## config.mk

```make
export PLATFORM = sky130hd
export DESIGN_NAME = melody_engine_flat
export DESIGN_NICKNAME = d
export VERILOG_FILES = /design/src/rtl/melody_pkg.sv /design/src/rtl/melody_if.sv /design/src/rtl/melody_rom.sv /design/src/rtl/melody_engine.sv /design/src/flat_wrapper.sv
export SDC_FILE = /design/constraint.sdc
export NUM_CORES = 1
export LEC_CHECK = 0
export BUFFER_PORTS_ARGS = -buffer_cell sky130_fd_sc_hd__buf_2
export CORE_MARGIN = 5
export CORE_UTILIZATION = 60
export CTS_CLUSTER_DIAMETER = 120
export DETAILED_ROUTE_END_ITERATION = 6
export PLACE_DENSITY = 0.8
export SLEW_MARGIN = 20
export SYNTH_ARGS = -nofsm -noshare
export SYNTH_HDL_FRONTEND = slang
export SYNTH_HIERARCHICAL = 1
export SYNTH_SLANG_ARGS = --single-unit
```

## constraint.sdc

```tcl
create_clock -name clock -period 2.39 [get_ports clock]
set_input_delay 0.239 -clock clock [delete_from_list [all_inputs] [get_ports clock]]
set_output_delay 0.239 -clock clock [all_outputs]
set_load 0.02 [all_outputs]
```

## src/rtl/melody_pkg.sv

```systemverilog
// Shared types and constants for the melody game engine.
package melody_pkg;

  localparam int unsigned NOTE_W  = 6;
  localparam int unsigned LEVEL_W = 2;
  localparam int unsigned LIVES_W = 2;
  localparam int unsigned IDX_W   = 3;  // note index within a melody, up to 8 notes
  localparam int unsigned PCNT_W  = 4;  // press count, 0..8 inclusive

  localparam logic [LIVES_W-1:0] LIVES_INIT = LIVES_W'(3);
  localparam logic [LEVEL_W-1:0] LEVEL_MAX  = LEVEL_W'(3);

  localparam logic [NOTE_W-1:0] NOTE_C = 6'b000001;
  localparam logic [NOTE_W-1:0] NOTE_D = 6'b000010;
  localparam logic [NOTE_W-1:0] NOTE_E = 6'b000100;
  localparam logic [NOTE_W-1:0] NOTE_F = 6'b001000;
  localparam logic [NOTE_W-1:0] NOTE_G = 6'b010000;
  localparam logic [NOTE_W-1:0] NOTE_A = 6'b100000;

  typedef enum logic [1:0] {P_IDLE, P_NOTE, P_GAP, P_DONE} play_state_t;
  typedef enum logic [1:0] {I_IDLE, I_ARMED, I_RELEASE, I_DONE} cap_state_t;

  // Eight notes of one melody, element 0 plays first.
  typedef logic [7:0][NOTE_W-1:0] melody_t;

  function automatic int unsigned max3(input int unsigned a, input int unsigned b,
                                       input int unsigned c);
    int unsigned m;
    m = (a > b) ? a : b;
    return (m > c) ? m : c;
  endfunction

  function automatic logic is_onehot(input logic [NOTE_W-1:0] v);
    return (v != '0) && ((v & (v - NOTE_W'(1))) == '0);
  endfunction

endpackage

```

## src/rtl/melody_if.sv

```systemverilog
// Control/status bundle between the game controller and the melody engine.
interface melody_if;
  import melody_pkg::*;

  logic                play;
  logic                stone_reset;
  logic                auto_reset;
  logic                level_one_active;
  logic                check_score_enable;
  logic                next_level;
  logic                hard_reset;
  logic [NOTE_W-1:0]   user_input;
  logic [NOTE_W-1:0]   note_out;
  logic                stone_isdone;
  logic                ih_isdone;
  logic                win;
  logic [LIVES_W-1:0]  lives;
  logic [LEVEL_W-1:0]  level;

  modport master (
    output play, stone_reset, auto_reset, level_one_active, check_score_enable,
           next_level, hard_reset, user_input,
    input  note_out, stone_isdone, ih_isdone, win, lives, level
  );

  modport slave (
    input  play, stone_reset, auto_reset, level_one_active, check_score_enable,
           next_level, hard_reset, user_input,
    output note_out, stone_isdone, ih_isdone, win, lives, level
  );
endinterface

```

## src/rtl/melody_rom.sv

```systemverilog
// Melody table: (level, index) -> one-hot note, purely combinational.
module melody_rom
  import melody_pkg::*;
(
  input  logic [LEVEL_W-1:0] level,
  input  logic [IDX_W-1:0]   idx,
  output logic [NOTE_W-1:0]  note
);

  melody_t row;

  // Concatenations list index 7 first, index 0 last.
  always_comb begin
    row = '0;
    case (level)
      2'd0: row = {NOTE_F, NOTE_G, NOTE_A, NOTE_G, NOTE_F, NOTE_E, NOTE_D, NOTE_C};
      2'd1: row = {NOTE_D, NOTE_E, NOTE_F, NOTE_G, NOTE_G, NOTE_F, NOTE_E, NOTE_E};
      2'd2: row = {NOTE_A, NOTE_G, NOTE_F, NOTE_E, NOTE_D, NOTE_C, NOTE_E, NOTE_G};
      default: row = {NOTE_E, NOTE_D, NOTE_C, NOTE_D, NOTE_E, NOTE_F, NOTE_G, NOTE_A};
    endcase
  end

  assign note = row[idx];

endmodule

```

## src/rtl/melody_engine.sv

```systemverilog
// Melody game engine: plays a per-level melody, captures the player's key
// presses, judges them and tracks lives and level.
// Optional key debounce is built when MELODY_DEBOUNCE_EN is defined.
module melody_engine
  import melody_pkg::*;
#(
  parameter int unsigned NOTE_TICKS     = 25000000,
  parameter int unsigned GAP_TICKS      = 5000000,
  parameter int unsigned SEQ_LEN        = 4,
  parameter int unsigned DEBOUNCE_TICKS = 500000
) (
  input  logic    clock,
  input  logic    resetn,
  melody_if.slave bus
);

  localparam int unsigned TICK_W = $clog2(max3(NOTE_TICKS, GAP_TICKS, DEBOUNCE_TICKS) + 1);
  localparam logic [TICK_W-1:0] NOTE_LAST = TICK_W'(NOTE_TICKS - 1);
  localparam logic [TICK_W-1:0] GAP_LAST  = TICK_W'(GAP_TICKS - 1);
  localparam logic [IDX_W-1:0]  IDX_LAST  = IDX_W'(SEQ_LEN - 1);
  localparam logic [PCNT_W-1:0] PCNT_FULL = PCNT_W'(SEQ_LEN);

  play_state_t         play_state;
  logic [IDX_W-1:0]    idx;
  logic [TICK_W-1:0]   tick;
  logic [NOTE_W-1:0]   note_q;
  logic                stone_q;

  cap_state_t          cap_state;
  logic [PCNT_W-1:0]   press_cnt;
  logic                match;
  logic                ih_q;

  logic                win_q;
  logic [LIVES_W-1:0]  lives_q;
  logic [LEVEL_W-1:0]  level_q;

  logic [IDX_W-1:0]    play_addr;
  logic [NOTE_W-1:0]   play_note;
  logic [NOTE_W-1:0]   cap_note;
  logic [NOTE_W-1:0]   key;
  logic                kill;

  assign kill = !resetn || bus.hard_reset;

  // A restart reads note 0; otherwise the lookup prefetches the note after the current gap.
  assign play_addr = bus.play ? '0 : idx + IDX_W'(1);

  melody_rom u_rom_play (
    .level (level_q),
    .idx   (play_addr),
    .note  (play_note)
  );

  melody_rom u_rom_cap (
    .level (level_q),
    .idx   (press_cnt[IDX_W-1:0]),
    .note  (cap_note)
  );

`ifdef MELODY_DEBOUNCE_EN
  localparam logic [TICK_W-1:0] DEB_FULL = TICK_W'(DEBOUNCE_TICKS);

  logic [NOTE_W-1:0] key_last;
  logic [NOTE_W-1:0] key_db;
  logic [TICK_W-1:0] run;
  logic [TICK_W-1:0] run_next;

  // Length of the current run of identical samples, saturating at the window.
  always_comb begin
    run_next = TICK_W'(1);
    if (bus.user_input == key_last) begin
      run_next = (run == DEB_FULL) ? run : run + TICK_W'(1);
    end
  end

  // Debounced key value follows the input only once it has been stable for the window.
  always_ff @(posedge clock) begin
    if (!resetn) begin
      key_last <= '0;
      key_db   <= '0;
      run      <= '0;
    end else begin
      key_last <= bus.user_input;
      run      <= run_next;
      if (run_next == DEB_FULL) key_db <= bus.user_input;
    end
  end

  assign key = key_db;
`else
  assign key = bus.user_input;
`endif

  // Playback FSM: note / gap timing and the done flag.
  always_ff @(posedge clock) begin
    if (kill) begin
      play_state <= P_IDLE;
      idx        <= '0;
      tick       <= '0;
      note_q     <= '0;
      stone_q    <= 1'b0;
    end else if (bus.play) begin
      play_state <= P_NOTE;
      idx        <= '0;
      tick       <= '0;
      note_q     <= play_note;
      stone_q    <= 1'b0;
    end else begin
      case (play_state)
        P_NOTE: begin
          if (tick == NOTE_LAST) begin
            tick       <= '0;
            note_q     <= '0;
            play_state <= P_GAP;
          end else begin
            tick <= tick + TICK_W'(1);
          end
        end
        P_GAP: begin
          if (tick == GAP_LAST) begin
            tick <= '0;
            if (idx == IDX_LAST) begin
              play_state <= P_DONE;
              stone_q    <= 1'b1;
            end else begin
              idx        <= idx + IDX_W'(1);
              note_q     <= play_note;
              play_state <= P_NOTE;
            end
          end else begin
            tick <= tick + TICK_W'(1);
          end
        end
        P_DONE: begin
          if (bus.stone_reset) begin
            play_state <= P_IDLE;
            stone_q    <= 1'b0;
          end
        end
        default: begin
          note_q  <= '0;
          stone_q <= 1'b0;
        end
      endcase
    end
  end

  // Capture FSM: one count per press/release pair, compared against the melody.
  always_ff @(posedge clock) begin
    if (kill || bus.auto_reset) begin
      cap_state <= I_IDLE;
      press_cnt <= '0;
      match     <= 1'b0;
      ih_q      <= 1'b0;
    end else begin
      case (cap_state)
        I_IDLE: begin
          if (bus.level_one_active) begin
            cap_state <= I_ARMED;
            press_cnt <= '0;
            match     <= 1'b1;
          end
        end
        I_ARMED: begin
          if (key != '0) begin
            press_cnt <= press_cnt + PCNT_W'(1);
            match     <= match && is_onehot(key) && (key == cap_note);
            cap_state <= I_RELEASE;
          end
        end
        I_RELEASE: begin
          if (key == '0) begin
            if (press_cnt == PCNT_FULL) begin
              cap_state <= I_DONE;
              ih_q      <= 1'b1;
            end else begin
              cap_state <= I_ARMED;
            end
          end
        end
        default: ih_q <= 1'b1;
      endcase
    end
  end

  // Scoring: judging first, level advance last so a simultaneous advance clears win.
  always_ff @(posedge clock) begin
    if (kill) begin
      win_q   <= 1'b0;
      lives_q <= LIVES_INIT;
      level_q <= '0;
    end else begin
      if (bus.check_score_enable) begin
        win_q <= (cap_state == I_DONE) && match;
        if (!((cap_state == I_DONE) && match) && (lives_q != '0)) begin
          lives_q <= lives_q - LIVES_W'(1);
        end
      end
      if (bus.next_level) begin
        win_q <= 1'b0;
        if (level_q != LEVEL_MAX) level_q <= level_q + LEVEL_W'(1);
      end
    end
  end

  assign bus.note_out     = note_q;
  assign bus.stone_isdone = stone_q;
  assign bus.ih_isdone    = ih_q;
  assign bus.win          = win_q;
  assign bus.lives        = lives_q;
  assign bus.level        = level_q;

endmodule

```

## src/flat_wrapper.sv

```systemverilog
// flat-port wrapper written by rule: the top's interface ports become plain ports
module melody_engine_flat import melody_pkg::*;
#(
  parameter int unsigned NOTE_TICKS     = 25000000,
  parameter int unsigned GAP_TICKS      = 5000000,
  parameter int unsigned SEQ_LEN        = 4,
  parameter int unsigned DEBOUNCE_TICKS = 500000
)
  (clock, resetn, bus_play, bus_stone_reset, bus_auto_reset, bus_level_one_active, bus_check_score_enable, bus_next_level, bus_hard_reset, bus_user_input, bus_note_out, bus_stone_isdone, bus_ih_isdone, bus_win, bus_lives, bus_level);
  melody_if bus_i ();
  input  logic clock;
  input  logic resetn;
  input wire logic [$bits(bus_i.play)-1:0] bus_play;
  input wire logic [$bits(bus_i.stone_reset)-1:0] bus_stone_reset;
  input wire logic [$bits(bus_i.auto_reset)-1:0] bus_auto_reset;
  input wire logic [$bits(bus_i.level_one_active)-1:0] bus_level_one_active;
  input wire logic [$bits(bus_i.check_score_enable)-1:0] bus_check_score_enable;
  input wire logic [$bits(bus_i.next_level)-1:0] bus_next_level;
  input wire logic [$bits(bus_i.hard_reset)-1:0] bus_hard_reset;
  input wire logic [$bits(bus_i.user_input)-1:0] bus_user_input;
  output wire logic [$bits(bus_i.note_out)-1:0] bus_note_out;
  output wire logic [$bits(bus_i.stone_isdone)-1:0] bus_stone_isdone;
  output wire logic [$bits(bus_i.ih_isdone)-1:0] bus_ih_isdone;
  output wire logic [$bits(bus_i.win)-1:0] bus_win;
  output wire logic [$bits(bus_i.lives)-1:0] bus_lives;
  output wire logic [$bits(bus_i.level)-1:0] bus_level;
  assign bus_i.play = bus_play;
  assign bus_i.stone_reset = bus_stone_reset;
  assign bus_i.auto_reset = bus_auto_reset;
  assign bus_i.level_one_active = bus_level_one_active;
  assign bus_i.check_score_enable = bus_check_score_enable;
  assign bus_i.next_level = bus_next_level;
  assign bus_i.hard_reset = bus_hard_reset;
  assign bus_i.user_input = bus_user_input;
  assign bus_note_out = bus_i.note_out;
  assign bus_stone_isdone = bus_i.stone_isdone;
  assign bus_ih_isdone = bus_i.ih_isdone;
  assign bus_win = bus_i.win;
  assign bus_lives = bus_i.lives;
  assign bus_level = bus_i.level;
  melody_engine #(.NOTE_TICKS(NOTE_TICKS), .GAP_TICKS(GAP_TICKS), .SEQ_LEN(SEQ_LEN), .DEBOUNCE_TICKS(DEBOUNCE_TICKS)) u_core (.clock(clock), .resetn(resetn), .bus(bus_i));
endmodule
```

# After elaboration in Yosys (flattened, before gate mapping)
# Cells that the tools add are included.
# word_totals
regBits	50
wordCells	123
output_inout_bits	13
# op_classes
reduce_logical	33
order_cmp	2
n_mux	38
add_sub_neg	6
eq_ne	27
n_bitwise	4
# op_table
operator	n
one-hot mux 48 bit (3 select lines)	1
2-to-1 mux 25 bit	2
one-hot mux 25 bit (2 select lines)	1
binary-select mux 6 bit (select 3 bit)	2
2-to-1 mux 6 bit	6
adder 25 x 1 -> 25 bit (second input constant)	1
equality test 25 x 23 -> 1 bit (second input constant)	1
equality test 25 bit (second input constant)	1
AND reduction 4 bit	5
one-hot mux 6 bit (3 select lines)	1
2-to-1 mux 2 bit	8
logical NOT 6 bit	2
!= test 2 x 1 -> 1 bit (second input constant)	6
one-hot mux 2 bit (3 select lines)	2
equality test 2 bit (second input constant)	5
AND reduction 3 bit	3
less-than comparator 3 x 4 -> 1 bit (second input constant)	2
2-to-1 mux 1 bit	8
2-to-1 mux 4 bit	2
!= test 2 bit (second input constant)	4
one-hot mux 4 bit (2 select lines)	1
AND 6 bit	1
equality test 2 x 1 -> 1 bit (second input constant)	3
equality test 6 bit	1
other kinds (23)	41

# Logic depth before layout (Yosys ltp)
# Gate-level depths: netlist (run 1).
# logic_depth
word_depth	8
depth_mapped	10

# Modules after synthesis
# The synthesis (run 1) kept the hierarchy.
# modules_own_cells
module	cells_per_inst	n_inst	area_per_inst_um2	seq_area_each_um2
melody_engine	350	1	2865.2	1001.0
melody_rom	43	2	325.3	0.0

# Least setup slack after synthesis (run 1)
# OpenSTA, ideal clock, no wires.
# synth_timing
path_type	register to register
start	reg u_core.level_q[0] (netlist: u_core/bus.level[0])
end	reg u_core.match
required_ns	2.332
path_stages_with_launch	10
path_slack_ns	0.136
setup_time_ns	0.058
arrival_time_ns	2.196
n_path_buf	0
path_cell_list	dfxtp_1 -> inv_1 -> ha_1 -> mux2_2 -> o211a_1 -> inv_1 -> a2bb2oi_1 -> o211ai_1 -> nor4_1 -> o21a_1
# synth_via
elab_chain_cells	8
elab_cells_between_ends	10
# synth_rtl
item	line_no	source
start, declared	melody_engine.sv:36	logic [LEVEL_W-1:0] level_q;
start signal, assigned	melody_engine.sv:202	if (level_q != LEVEL_MAX) level_q <= level_q + LEVEL_W'(1);
equality test 2 bit (tied with other cells)	melody_rom.sv:15	case (level)
one-hot mux 48 bit (3 select lines) (*)	melody_rom.sv:15	
binary-select mux 6 bit (select 3 bit) (*)	melody_rom.sv:23	assign note = row[idx];
2-to-1 mux 6 bit (implied by the code) (*)	melody_rom.sv:23	
net u_core.cap_note[2]	melody_engine.sv:40	logic [NOTE_W-1:0] cap_note;
equality test 6 bit (*)	melody_engine.sv:168	match <= match && is_onehot(key) && (key == cap_note);
logical AND 1 bit (*)	melody_engine.sv:168	
2-to-1 mux 1 bit (*)	melody_engine.sv:166	if (key != '0) begin
one-hot mux 1 bit (2 select lines) (*)	melody_engine.sv:157	case (cap_state)
end signal, assigned	melody_engine.sv:168	
end, declared	melody_engine.sv:31	logic match;
# The timed path passes the listed nets; every way through them passes the cells marked *. The select of a mux whose other input is x is not followed.
# A chain may end at the register's enable or synchronous reset.

# Worst setup path after layout (run 1)
# layout_timing
start	reg u_core.idx[0]
end	reg u_core.note_q[3] (netlist: u_core/bus.note_out[3])
# layout_via
elab_chain_cells	8
elab_cells_between_ends	11
# layout_rtl
item	line_no	source
start, declared	melody_engine.sv:24	logic [IDX_W-1:0] idx;
start signal, assigned	melody_engine.sv:127	idx <= idx + IDX_W'(1);
adder 3 x 1 -> 3 bit (*)	melody_engine.sv:47	assign play_addr = bus.play ? '0 : idx + IDX_W'(1);
2-to-1 mux 3 bit (*)	melody_engine.sv:47	
net u_core.play_addr[2]	melody_engine.sv:38	logic [IDX_W-1:0] play_addr;
binary-select mux 6 bit (select 3 bit) (*)	melody_rom.sv:23	
2-to-1 mux 6 bit (implied by the code) (*)	melody_rom.sv:23	
net u_core.play_note[3]	melody_engine.sv:39	logic [NOTE_W-1:0] play_note;
2-to-1 mux 6 bit	melody_engine.sv:123	if (idx == IDX_LAST) begin
2-to-1 mux 6 bit	melody_engine.sv:121	if (tick == GAP_LAST) begin
one-hot mux 6 bit (3 select lines)	melody_engine.sv:110	case (play_state)
2-to-1 mux 6 bit (*)	melody_engine.sv:103	end else if (bus.play) begin
end signal, assigned	melody_engine.sv:107	note_q <= play_note;
end signal, assigned	melody_engine.sv:128	note_q <= play_note;
end, declared	melody_engine.sv:26	logic [NOTE_W-1:0] note_q;
# Marked as above.

==> results by group, run 1 <==
Power
  – Pleak: between 1 and 1.5 nW
  – Max VDD drop: about 0.37 mV
  – Sequential power share: between 50% and 60%
  – Int Power: approximately 0.0011 W
  – PwrDens: ~400 nW/um^2
  – Sw Ratio: 25.2%
  – Comb pwr share: a little over a tenth
  – Sw Pwr: about 0.00038 W
  – Clock network power share: approximately 34%

Logic synthesis
  – Syn nets: between 400 and 500
  – FFs w/ async S/R, synth: 0%
  – Area contributors post-synth: dfxtp_1 (28%), ha_1 (11%), nor2_1 (7.4%)
  – Post-Synthesis Cell Area: 3520 sq um
  – Synth warnings: 6
  – Top cell type's share of synthesized area: 28.5%
  – Post-synthesis register bit count: 50
  – Main flop type after synthesis: dfxtp_1
  – Average cell area after synthesis: ~8 sq um
  – Cells after Synth: 436
  – Sequential fraction of the synthesis area: between 20% and 30%
  – EDFF count, synth: 0
  – Count of different cell masters after synthesis: 58
  – Most area-hungry cell type in the Yosys netlist: dfxtp_1

Floorplanning
  – Die W: just under 90 microns
  – Initial Utilization: around 63%
  – Die Ht: roughly 87 microns
  – IO Pins: 28
  – Core ar.: 5610 sq um
  – Die area: 7490 sq um
  – Rows: 27

Flow run
  – Max-Cap Viols: 0

Critical path
  – Critical path launch point type: flip-flop
  – Worst path bufs/invs: 0
  – Req. time, crit path: around 2.6 ns
  – CP endpoint kind: flip-flop
  – Crit path kind: flip-flop to flip-flop
  – Crit path max-delay cell type: dfxtp_1
  – Crit path DAT: ~2.4 ns
  – CP cell instances: ha_1 > ha_1 > nor2_1 > or2_2 > nor2_1 > a22o_1 > a21oi_1 > nor2_1 > a221o_1
  – Worst path max stage delay: 0.34 ns
  – CP dominant cell by count: nor2_1
  – Critical-path maximum fanout: 5
  – Largest delay share family, worst path: compound AO/OA/AOI/OAI gates

Timing
  – RSZ-0062 raised after global routing: no
  – Fmax: about 450 MHz
  – Fin. Hold Viols: 0
  – Ratio of final minimum period to clock period: a little over 90%
  – Setup WS post-layout: between 0.15 and 0.2 ns
  – Final Skew: approximately 0.0067 ns
  – Finish-stage setup viols: 0
  – Post-Route Setup TNS: 0 ns
  – Clock period minus worst slack: about 2.2 ns
  – Least-Margin Pin Slew: 0.643 ns
  – Max Slew Vio Count: 0
  – Slew margin rel.: 56.8%

Hold path
  – Min-Delay Path Class: input port to flip-flop

CTS
  – Worst-path clk slew: roughly 0.09 ns
  – Post-CTS Hold Buffers: 0
  – Clock sink count: 50
  – Cts bufs inserted: 5
  – CTS tree: done
  – Clock root cell: clkbuf_8
  – Clock buffer depth: 2
  – H-tree depth reported by CTS: 2
  – Post-CTS setup buffer count: 0
  – Worst-Skew Late Latency: about 0.30 ns

Finish
  – Leading cell types in the layout, fill and taps excluded: nor2_1 (69), dfxtp_1 (50), nand2_1 (36), ha_1 (30), buf_2 (27)
  – Layout cells sized above 1: between 10% and 20%
  – Commonest non-fill, non-tap cell in the layout: nor2_1
  – Final Non-Filler Cells: 542
  – Number of diodes: 0
  – Synth-to-Final Area Change: 9.50%
  – Post-layout util: between 60% and 70%
  – # nets final: 514

Status
  – Outcome: completed

Drt
  – Routed via count: between 3000 and 4000
  – Residual DRC: 0
  – Routed len/inst: around 14 microns
  – Routed WL: around 8 mm
  – Routed Antenna Nets: 0
  – DR iter-0 viols: approximately 170
  – Routed vias/inst: roughly 5.9
  – Drt pass-1 iters: 5

Global routing
  – Total Routing Usage GR: between 20% and 30%
  – Largest net degree at the start of global routing: 25
  – GRT Residual Overflow: 0
  – Global-route wire length before repair: 13.6 mm
  – Vias in the first global route: approximately 3000
  – Initial antenna violation count: 0

Place
  – Cells after DPL: around 530
  – GPL Wtd Cong: 0.945
  – Final HPWL DP: just under 6 mm
  – Port Buffer Count: 27
  – Post-placement worst setup slack: 0.105 ns
cell families (layout without fill, tap and decap cells):
kind of cell,after synthesis,in the layout,synth area share [%]
mux,15,15,4.45
flops,50,50,28.5
buf+inv,40,74,5.76
compound gates,78,78,15.6
fa+ha+maj,30,30,10.7
simple gates,195,195,28.1
xor+xnor,28,28,6.98
per-stage QoR:
step	cell area, sq um	power (W)	hold WS (ns)
after floorplan	3520	0.000979	0.318
after global placement	3750	0.00102	0.419
after detailed placement	3750	0.00103	0.419
after CTS	3840	0.00155	0.0894
after global routing	3850	0.00159	0.108
final	3850	0.00153	0.0955
power by group through the flow:
| stage | combinational [W] | clock, W | sequential, W |
|---|---|---|---|
| after CTS | 0.000162 | 0.000540 | 0.000846 |
| final | 0.000163 | 0.000517 | 0.000846 |
| after global routing | 0.000180 | 0.000561 | 0.000848 |
| after detailed placement | 0.000160 | 0 | 0.000865 |
| after floorplan | 0.000106 | 0 | 0.000872 |
| after global placement | 0.000157 | 0 | 0.000865 |
per-layer routing:
layer | wire length (microns) | track usage (%) | vias to the layer above
li1 | - | - | 1600
met4 | 102 | 6.52 | 0
met2 | 3770 | 36.1 | 107
met5 | 0 | 0 | -
met1 | 3500 | 29.3 | 1486
met3 | 465 | 3.33 | 8
layout make-up:
class | count | area [sq um]
Tap cell | 72 | 90.1
Timing Repair Buffer | 41 | 253
Sequential cell | 50 | 1000
Multi-Input combinational cell | 346 | 2320
Fill cell | 481 | 1760
Inverter | 25 | 93.8
Clock inverter | 1 | 5.00
Clock buffer | 7 | 86.3
cell usage after synthesis, types with 5 or more instances:
cell,n
nand2b_1,11
nor2b_1,6
and3_1,5
nand4_1,13
nor2_1,69
o21ai_0,8
nand3b_1,5
a21oi_1,21
ha_1,30
dfxtp_1,50
xnor2_1,14
nor4_1,5
o211ai_1,5
or3_1,5
mux2_2,5
nand2_1,36
nand3_1,13
mux2i_1,10
a31oi_1,5
nor3_1,8
a221o_1,6
inv_1,25
xor2_1,14
final timing paths:
check	from	endpoint	slack [ns]	depth (start not counted)
setup / recovery	u_core/idx[0]$_SDFFE_PP0P_	u_core/bus.note_out[3]$_SDFFE_PP0P_	0.16	9
hold / removal	bus_next_level	u_core/bus.win$_SDFFE_PP0P_	0.1	2
setup reg to reg	u_core/idx[0]$_SDFFE_PP0P_	u_core/bus.note_out[3]$_SDFFE_PP0P_	0.16	9
hold reg to reg	u_core/bus.ih_isdone$_SDFFE_PP0P_	u_core/bus.ih_isdone$_SDFFE_PP0P_	0.47	2
flip-flops by register name (all words and copies together) (netlist names):
signal / flops
u_core/tick: 25
u_core/bus.note_out: 6
u_core/press_cnt: 4
u_core/idx: 3
u_core/bus.level: 2
u_core/bus.lives: 2
u_core/cap_state: 2
u_core/play_state: 2
u_core/bus.ih_isdone: 1
u_core/bus.stone_isdone: 1
u_core/bus.win: 1
u_core/match: 1
timing repair:
action                                 4_1_cts  5_1_grt
endpoints found under the hold margin        0        0
setup endpoints to repair                    0        3
gates resized for setup                      0        2
No activity file was read; power rests on OpenSTA's default activity.
==> inputs of run 2 (changes only) <==
==> constraint.sdc (replaced) <==
create_clock -name clock -period 2.39 [get_ports clock]
set_input_delay 0.1195 -clock clock [delete_from_list [all_inputs] [get_ports clock]]
set_output_delay 0.1195 -clock clock [all_outputs]
set_load 0.02 [all_outputs]
==> results by group, run 2 (synthesis results as in run 1) <==
Critical path
  – Worst path max stage delay: 0.34 ns (about the same)
  – CP endpoint kind: flip-flop (unchanged)
  – Critical path depth: 9 (unchanged)
  – Critical-path maximum fanout: 5 (unchanged)
  – Cells on worst reg2reg path: 9 (unchanged)
  – Crit path DAT: 2.42 ns (about the same)
  – Critical path launch point type: flip-flop (unchanged)
  – Worst path bufs/invs: 0 (unchanged)
  – Crit path kind: flip-flop to flip-flop (unchanged)
  – Largest delay share family, worst path: compound AO/OA/AOI/OAI gates (unchanged)
  – Req. time, crit path: 2.58 ns (about the same)
  – CP dominant cell by count: nor2_1 (unchanged)
  – CP cell instances: ha_1 > ha_1 > nor2_1 > or2_2 > nor2_1 > a22o_1 > a21oi_1 > nor2_1 > a221o_1 (unchanged)
  – Crit path max-delay cell type: dfxtp_1 (unchanged)

Place
  – Port Buffer Count: 27 (unchanged)
  – Cells after DPL: 534 (unchanged)
  – GPL Wtd Cong: 0.945 (unchanged)
  – Final HPWL DP: 5.83 mm (unchanged)
  – Post-placement worst setup slack: 0.105 ns (unchanged)
  – Placed cell areas: 3750 sq um (unchanged)

Timing
  – Setup WS post-layout: 0.162 ns (was 0.159 ns)
  – Fin. Hold Viols: 0 (unchanged)
  – Final Skew: 0.00771 ns (was 0.00665 ns)
  – Max Slew Vio Count: 0 (unchanged)
  – RSZ-0062 raised after global routing: no (unchanged)
  – Fmax: 449 MHz (was 448 MHz)
  – Slew margin rel.: 57.2% (was 56.8%)
  – Post-Route Setup TNS: 0 ns (unchanged)
  – Ratio of final minimum period to clock period: 93.2% (was 93.3%)
  – Least-Margin Pin Slew: 0.639 ns (was 0.643 ns)
  – Finish-stage setup viols: 0 (unchanged)
  – Clock period minus worst slack: 2.23 ns (about the same)

Hold path
  – WHS Path Cells: 3 (was 2)
  – Min-Delay Path Class: input port to flip-flop (unchanged)

Drt
  – Metal-1 WL: 3.58 mm (was 3.50 mm)
  – Routed vias/inst: 5.85 (was 5.91)
  – Drt pass-1 iters: 5 (unchanged)
  – Routed WL: 7.87 mm (was 7.85 mm)
  – Routed len/inst: 14.5 microns (about the same)
  – Routed via count: 3178 (was 3201)
  – DR iter-0 viols: 177 (was 174)
  – Wire length on met2: 3.75 mm (was 3.77 mm)
  – Met3 wire len: 438 microns (was 465 microns)
  – Routed Antenna Nets: 0 (unchanged)
  – Top layer in use: met4 (unchanged)
  – Residual DRC: 0 (unchanged)

Power
  – Max VDD drop: 0.372 mV (was 0.371 mV)
  – PwrDens: 396 nW/um^2 (about the same)
  – Comb pwr share: 10.7% (about the same)
  – Sequential power share: 55.4% (was 55.5%)
  – Total power draw: 0.00153 W (about the same)
  – Int Power: 0.00114 W (about the same)
  – Clock network power share: 33.9% (about the same)
  – Pleak: 1.42 nW (was 1.41 nW)
  – Sw Pwr: 0.000386 W (was 0.000385 W)
  – Sw Ratio: 25.3% (was 25.2%)

Finish
  – Final Non-Filler Cells: 543 (was 542)
  – # nets final: 515 (was 514)
  – Commonest non-fill, non-tap cell in the layout: nor2_1 (unchanged)
  – Leading cell types in the layout, fill and taps excluded: nor2_1 (69), dfxtp_1 (50), nand2_1 (36), ha_1 (30), buf_2 (27) (unchanged)
  – Most flops, register: u_core/tick (unchanged)
  – Post-route cell area: 3860 sq um (was 3850 sq um)
  – Number of diodes: 0 (unchanged)
  – Synth-to-Final Area Change: 9.79% (was 9.50%)
  – Fillers: 480 (was 481)
  – Max reg flops: 25 (unchanged)
  – Layout cells sized above 1: 15.1% (about the same)

CTS
  – Post-CTS setup buffer count: 0 (unchanged)
  – Worst-Skew Late Latency: 0.30 ns (about the same)
  – H-tree depth reported by CTS: 2 (unchanged)
  – Cts bufs inserted: 5 (unchanged)
  – Clock sink count: 50 (unchanged)
  – Worst-path clk slew: 0.09 ns (about the same)
  – CTS tree: done (unchanged)
  – Clock root cell: clkbuf_8 (unchanged)
  – Clock buffer depth: 2 (unchanged)

Global routing
  – GRT Residual Overflow: 0 (unchanged)
  – Initial antenna violation count: 0 (unchanged)
  – Total Routing Usage GR: 21.8% (unchanged)
  – Largest net degree at the start of global routing: 25 (unchanged)
  – Global-route wire length before repair: 13.6 mm (unchanged)
  – Vias in the first global route: 2959 (unchanged)

Status
  – Outcome: completed (unchanged)

Floorplanning
  – Die area: 7490 sq um (unchanged)
  – Rows: 27 (unchanged)
  – Die W: 86.6 microns (unchanged)
  – IO Pins: 28 (unchanged)
  – Die Ht: 86.6 microns (unchanged)
  – Core ar.: 5610 sq um (unchanged)
  – Initial Utilization: 62.7% (unchanged)

Flow run
  – Max-Cap Viols: 0 (unchanged)
## run 2: final cells by class
| type | instances | area, sq um | area share, % |
|---|---|---|---|
| repair buffers | 42 | 263 | 6.81 |
| multi-input cells | 346 | 2320 | 60.1 |
| flip-flops and latches | 50 | 1000 | 25.9 |
| clock inverters | 1 | 5.00 | 0.130 |
| clock buffers | 7 | 86.3 | 2.24 |
| inverters | 25 | 93.8 | 2.43 |
| well taps | 72 | 90.1 | 2.33 |
## run 2: final timing paths
kind	start	to	slack, ns
worst min-delay path	bus_check_score_enable	u_core/bus.win$_SDFFE_PP0P_	0.14
worst min register to register	u_core/bus.ih_isdone$_SDFFE_PP0P_	u_core/bus.ih_isdone$_SDFFE_PP0P_	0.47
worst max register to register	u_core/idx[0]$_SDFFE_PP0P_	u_core/bus.note_out[3]$_SDFFE_PP0P_	0.16
worst max-delay path	u_core/idx[0]$_SDFFE_PP0P_	u_core/bus.note_out[3]$_SDFFE_PP0P_	0.16
## run 2: power by group through the flow
stage / registers [W] / clock network [W] / logic (W)
global placement: 0.000865 / 0 / 0.000157
floorplan: 0.000872 / 0 / 0.000106
CTS: 0.000846 / 0.000540 / 0.000163
detailed placement: 0.000865 / 0 / 0.000160
global route: 0.000848 / 0.000561 / 0.000182
finish: 0.000846 / 0.000518 / 0.000164
## run 2: per-layer routing
metal | vias up | global-route usage (%)
met5 | - | 0
met4 | 0 | 6.52
met3 | 8 | 3.33
met2 | 99 | 36.1
met1 | 1467 | 29.3
li1 | 1604 | -
## run 2: what timing repair did
item,4_1_cts,5_1_grt
hold endpoints to repair,1,0
setup endpoints to repair,0,3
hold buffers,1,0
resized for setup,0,2
## run 2: stage by stage
| stage | util [%] | hold slack [ns] |
|---|---|---|
| finish | 68.8 | 0.137 |
| global route | 68.8 | 0.172 |
| CTS | 68.7 | 0.132 |
| detailed placement | 66.9 | 0.300 |
| global placement | 66.9 | 0.299 |
| floorplan | - | 0.199 |
## run 2: worst register-to-register path: stages (launching register included)
cell     delay [ns]
dfxtp_1        0.34
ha_1           0.21
ha_1           0.30
nor2_1         0.30
or2_2          0.22
nor2_1         0.05
a22o_1         0.22
a21oi_1        0.16
nor2_1         0.05
a221o_1        0.27
==> inputs of run 3 (changes only) <==
--- a/config.mk
+++ b/config.mk
@@ -11,6 +11,7 @@
 export CTS_CLUSTER_DIAMETER = 120
 export DETAILED_ROUTE_END_ITERATION = 6
 export PLACE_DENSITY = 0.8
+export REMOVE_ABC_BUFFERS = 1
 export SLEW_MARGIN = 20
 export SYNTH_ARGS = -nofsm -noshare
 export SYNTH_HDL_FRONTEND = slang
==> constraint.sdc (replaced) <==
create_clock -name clock -period 2.39 [get_ports clock]
set_input_delay 0.239 -clock clock [delete_from_list [all_inputs] [get_ports clock]]
set_output_delay 0.239 -clock clock [all_outputs]
set_load 0.02 [all_outputs]
==> results by group, run 3 (synthesis results as in run 1) <==
Finish
  – Max reg flops: 25 (unchanged)
  – # nets final: 512 (was 515)
  – Fillers: 450 (was 480)
  – Most flops, register: u_core/tick (unchanged)
  – Leading cell types in the layout, fill and taps excluded: nor2_1 (69), dfxtp_1 (48), nand2_1 (36), ha_1 (30), buf_2 (27) (was nor2_1 (69), dfxtp_1 (50), nand2_1 (36), ha_1 (30), buf_2 (27))
  – Layout cells sized above 1: 15.2% (was 15.1%)
  – Post-route cell area: 3880 sq um (was 3860 sq um)
  – Final Non-Filler Cells: 540 (was 543)
  – Commonest non-fill, non-tap cell in the layout: nor2_1 (unchanged)
  – Synth-to-Final Area Change: 10.3% (was 9.79%)
  – Number of diodes: 0 (unchanged)

Global routing
  – M3 GR Usage: 3.23% (was 3.33%)
  – GRT Residual Overflow: 0 (unchanged)
  – Vias in the first global route: 2986 (was 2959)
  – Total Routing Usage GR: 21.2% (was 21.8%)
  – Global-route wire length before repair: 13.2 mm (was 13.6 mm)
  – Layer with the highest usage: met2 (unchanged)
  – Met1 Resource Use GR: 28.5% (was 29.3%)
  – Largest net degree at the start of global routing: 25 (unchanged)
  – Initial antenna violation count: 0 (unchanged)
  – GR Util met2: 35.7% (was 36.1%)

Critical path
  – Worst path max stage delay: 0.44 ns (was 0.34 ns)
  – Critical-path maximum fanout: 8 (was 5)
  – Crit path max-delay cell type: ha_1 (was dfxtp_1)
  – Req. time, crit path: 2.64 ns (was 2.58 ns)
  – Crit path kind: flip-flop to flip-flop (unchanged)
  – Critical path launch point type: flip-flop (unchanged)
  – CP cell instances: inv_1 > ha_1 > nand2_1 > nor3_1 > nand4_1 > or3_1 > a21oi_1 (was ha_1 > ha_1 > nor2_1 > or2_2 > nor2_1 > a22o_1 > a21oi_1 > nor2_1 > a221o_1)
  – Crit path DAT: 2.45 ns (was 2.42 ns)
  – CP endpoint kind: flip-flop (unchanged)

Timing
  – Clock period minus worst slack: 2.20 ns (was 2.23 ns)
  – Final Skew: 0.0128 ns (was 0.00771 ns)
  – Post-Route Setup TNS: 0 ns (unchanged)
  – Least-Margin Pin Slew: 0.706 ns (was 0.639 ns)
  – Finish-stage setup viols: 0 (unchanged)
  – Fmax: 455 MHz (was 449 MHz)
  – Fin. Hold Viols: 0 (unchanged)
  – Ratio of final minimum period to clock period: 92.0% (was 93.2%)
  – Worst hold margin: 0.108 ns (was 0.137 ns)
  – Max Slew Vio Count: 0 (unchanged)
  – RSZ-0062 raised after global routing: no (unchanged)
  – Slew margin rel.: 52.5% (was 57.2%)

Place
  – GPL Wtd Cong: 0.849 (was 0.945)
  – Placed cell areas: 3750 sq um (about the same)
  – Port Buffer Count: 27 (unchanged)
  – Final HPWL DP: 5.54 mm (was 5.83 mm)
  – Cells after DPL: 532 (was 534)

Flow run
  – Max-Cap Viols: 0 (unchanged)

Power
  – Max VDD drop: 0.348 mV (was 0.372 mV)
  – Pleak: 1.42 nW (about the same)
  – PwrDens: 423 nW/um^2 (was 396 nW/um^2)
  – Int Power: 0.00125 W (was 0.00114 W)
  – Comb pwr share: 9.8% (was 10.7%)
  – Sw Pwr: 0.000389 W (was 0.000386 W)
  – Sequential power share: 51.7% (was 55.4%)
  – Sw Ratio: 23.7% (was 25.3%)
  – Total power draw: 0.00164 W (was 0.00153 W)
  – Clock network power share: 38.5% (was 33.9%)

CTS
  – Cts bufs inserted: 5 (unchanged)
  – CTS tree: done (unchanged)
  – H-tree depth reported by CTS: 2 (unchanged)
  – Post-CTS setup buffer count: 0 (unchanged)
  – Worst-path clk slew: 0.10 ns (was 0.09 ns)
  – Clock root cell: clkbuf_8 (unchanged)
  – Worst-Skew Late Latency: 0.31 ns (was 0.30 ns)
  – Clock buffer depth: 2 (unchanged)
  – Clock sink count: 50 (unchanged)

Floorplanning
  – Die Ht: 86.6 microns (unchanged)
  – Initial Utilization: 62.7% (unchanged)
  – Die W: 86.6 microns (unchanged)
  – IO Pins: 28 (unchanged)
  – Core ar.: 5610 sq um (unchanged)
  – Die area: 7490 sq um (unchanged)
  – Rows: 27 (unchanged)

Drt
  – Routed vias/inst: 5.80 (was 5.85)
  – Residual DRC: 0 (unchanged)
  – Routed len/inst: 13.9 microns (was 14.5 microns)
  – Routed via count: 3133 (was 3178)
  – Drt pass-1 iters: 7 (was 5)
  – DR iter-0 viols: 185 (was 177)
  – Routed WL: 7.50 mm (was 7.87 mm)
  – Routed Antenna Nets: 0 (unchanged)

Hold path
  – Min-Delay Path Class: input port to flip-flop (unchanged)

Status
  – Outcome: completed (unchanged)
==> run 3: critical path: cells and delay by family, from the launching register on <==
family                     cells  cell delay, ns
and+or+nand+nor                4            1.08
adders and majority gates      1            0.44
DFF                            1            0.39
AOI/OAI and AO/OA              1            0.14
buffers and inverters          1            0.09
==> run 3: what timing repair did <==
item                       in CTS  in global routing
resized for setup               0                  3
hold buffers                    0                  0
setup endpoints to repair       0                  3
==> run 3: layer usage <==
layer  wire length, microns  share of wire, %
met1                   3560                47
met2                   3560                47
met3                    334               4.5
met4                     44              0.59
met5                      0                 0
==> run 3: path summary, 6_finish.rpt <==
path	depth (start not counted)	slack [ns]	endpoint	startpoint
worst min register to register	2	0.48	u_core/press_cnt[3]$_SDFFE_PP0P_	u_core/press_cnt[3]$_SDFFE_PP0P_
worst min-delay path	2	0.11	u_core/bus.win$_SDFFE_PP0P_	bus_next_level
worst max-delay path	7	0.19	u_core/tick[24]$_SDFFE_PP0P_	u_core/play_state[0]$_SDFFE_PP0P_
worst max register to register	7	0.19	u_core/tick[24]$_SDFFE_PP0P_	u_core/play_state[0]$_SDFFE_PP0P_
==> run 3: cell type report <==
| cell class | count | area [sq um] | area share (%) |
|---|---|---|---|
| multi-input combinational | 346 | 2320 | 59.8 |
| sequential | 50 | 1000 | 25.9 |
| timing repair buffer | 39 | 250 | 6.45 |
| inverter | 25 | 93.8 | 2.42 |
| tap | 72 | 90.1 | 2.32 |
| clock buffer | 6 | 82.6 | 2.13 |
| clock inverter | 2 | 38.8 | 1.00 |
==> run 3: through the flow <==
stage                     utilization, %  setup WS, ns
after floorplan                        -       0.00229
after global placement              66.8         0.178
after detailed placement            66.8         0.130
after CTS                           69.0         0.117
after global routing                69.1        0.0152
final                               69.1         0.192
==> run 3: power by group through the flow <==
stage	Sequential, W	Combinational, W	Clock [W]
final	0.000848	0.000161	0.000632
after global routing	0.000850	0.000179	0.000690
after CTS	0.000848	0.000160	0.000657
after detailed placement	0.000867	0.000159	0
after global placement	0.000867	0.000154	0
after floorplan	0.000872	0.0000957	0
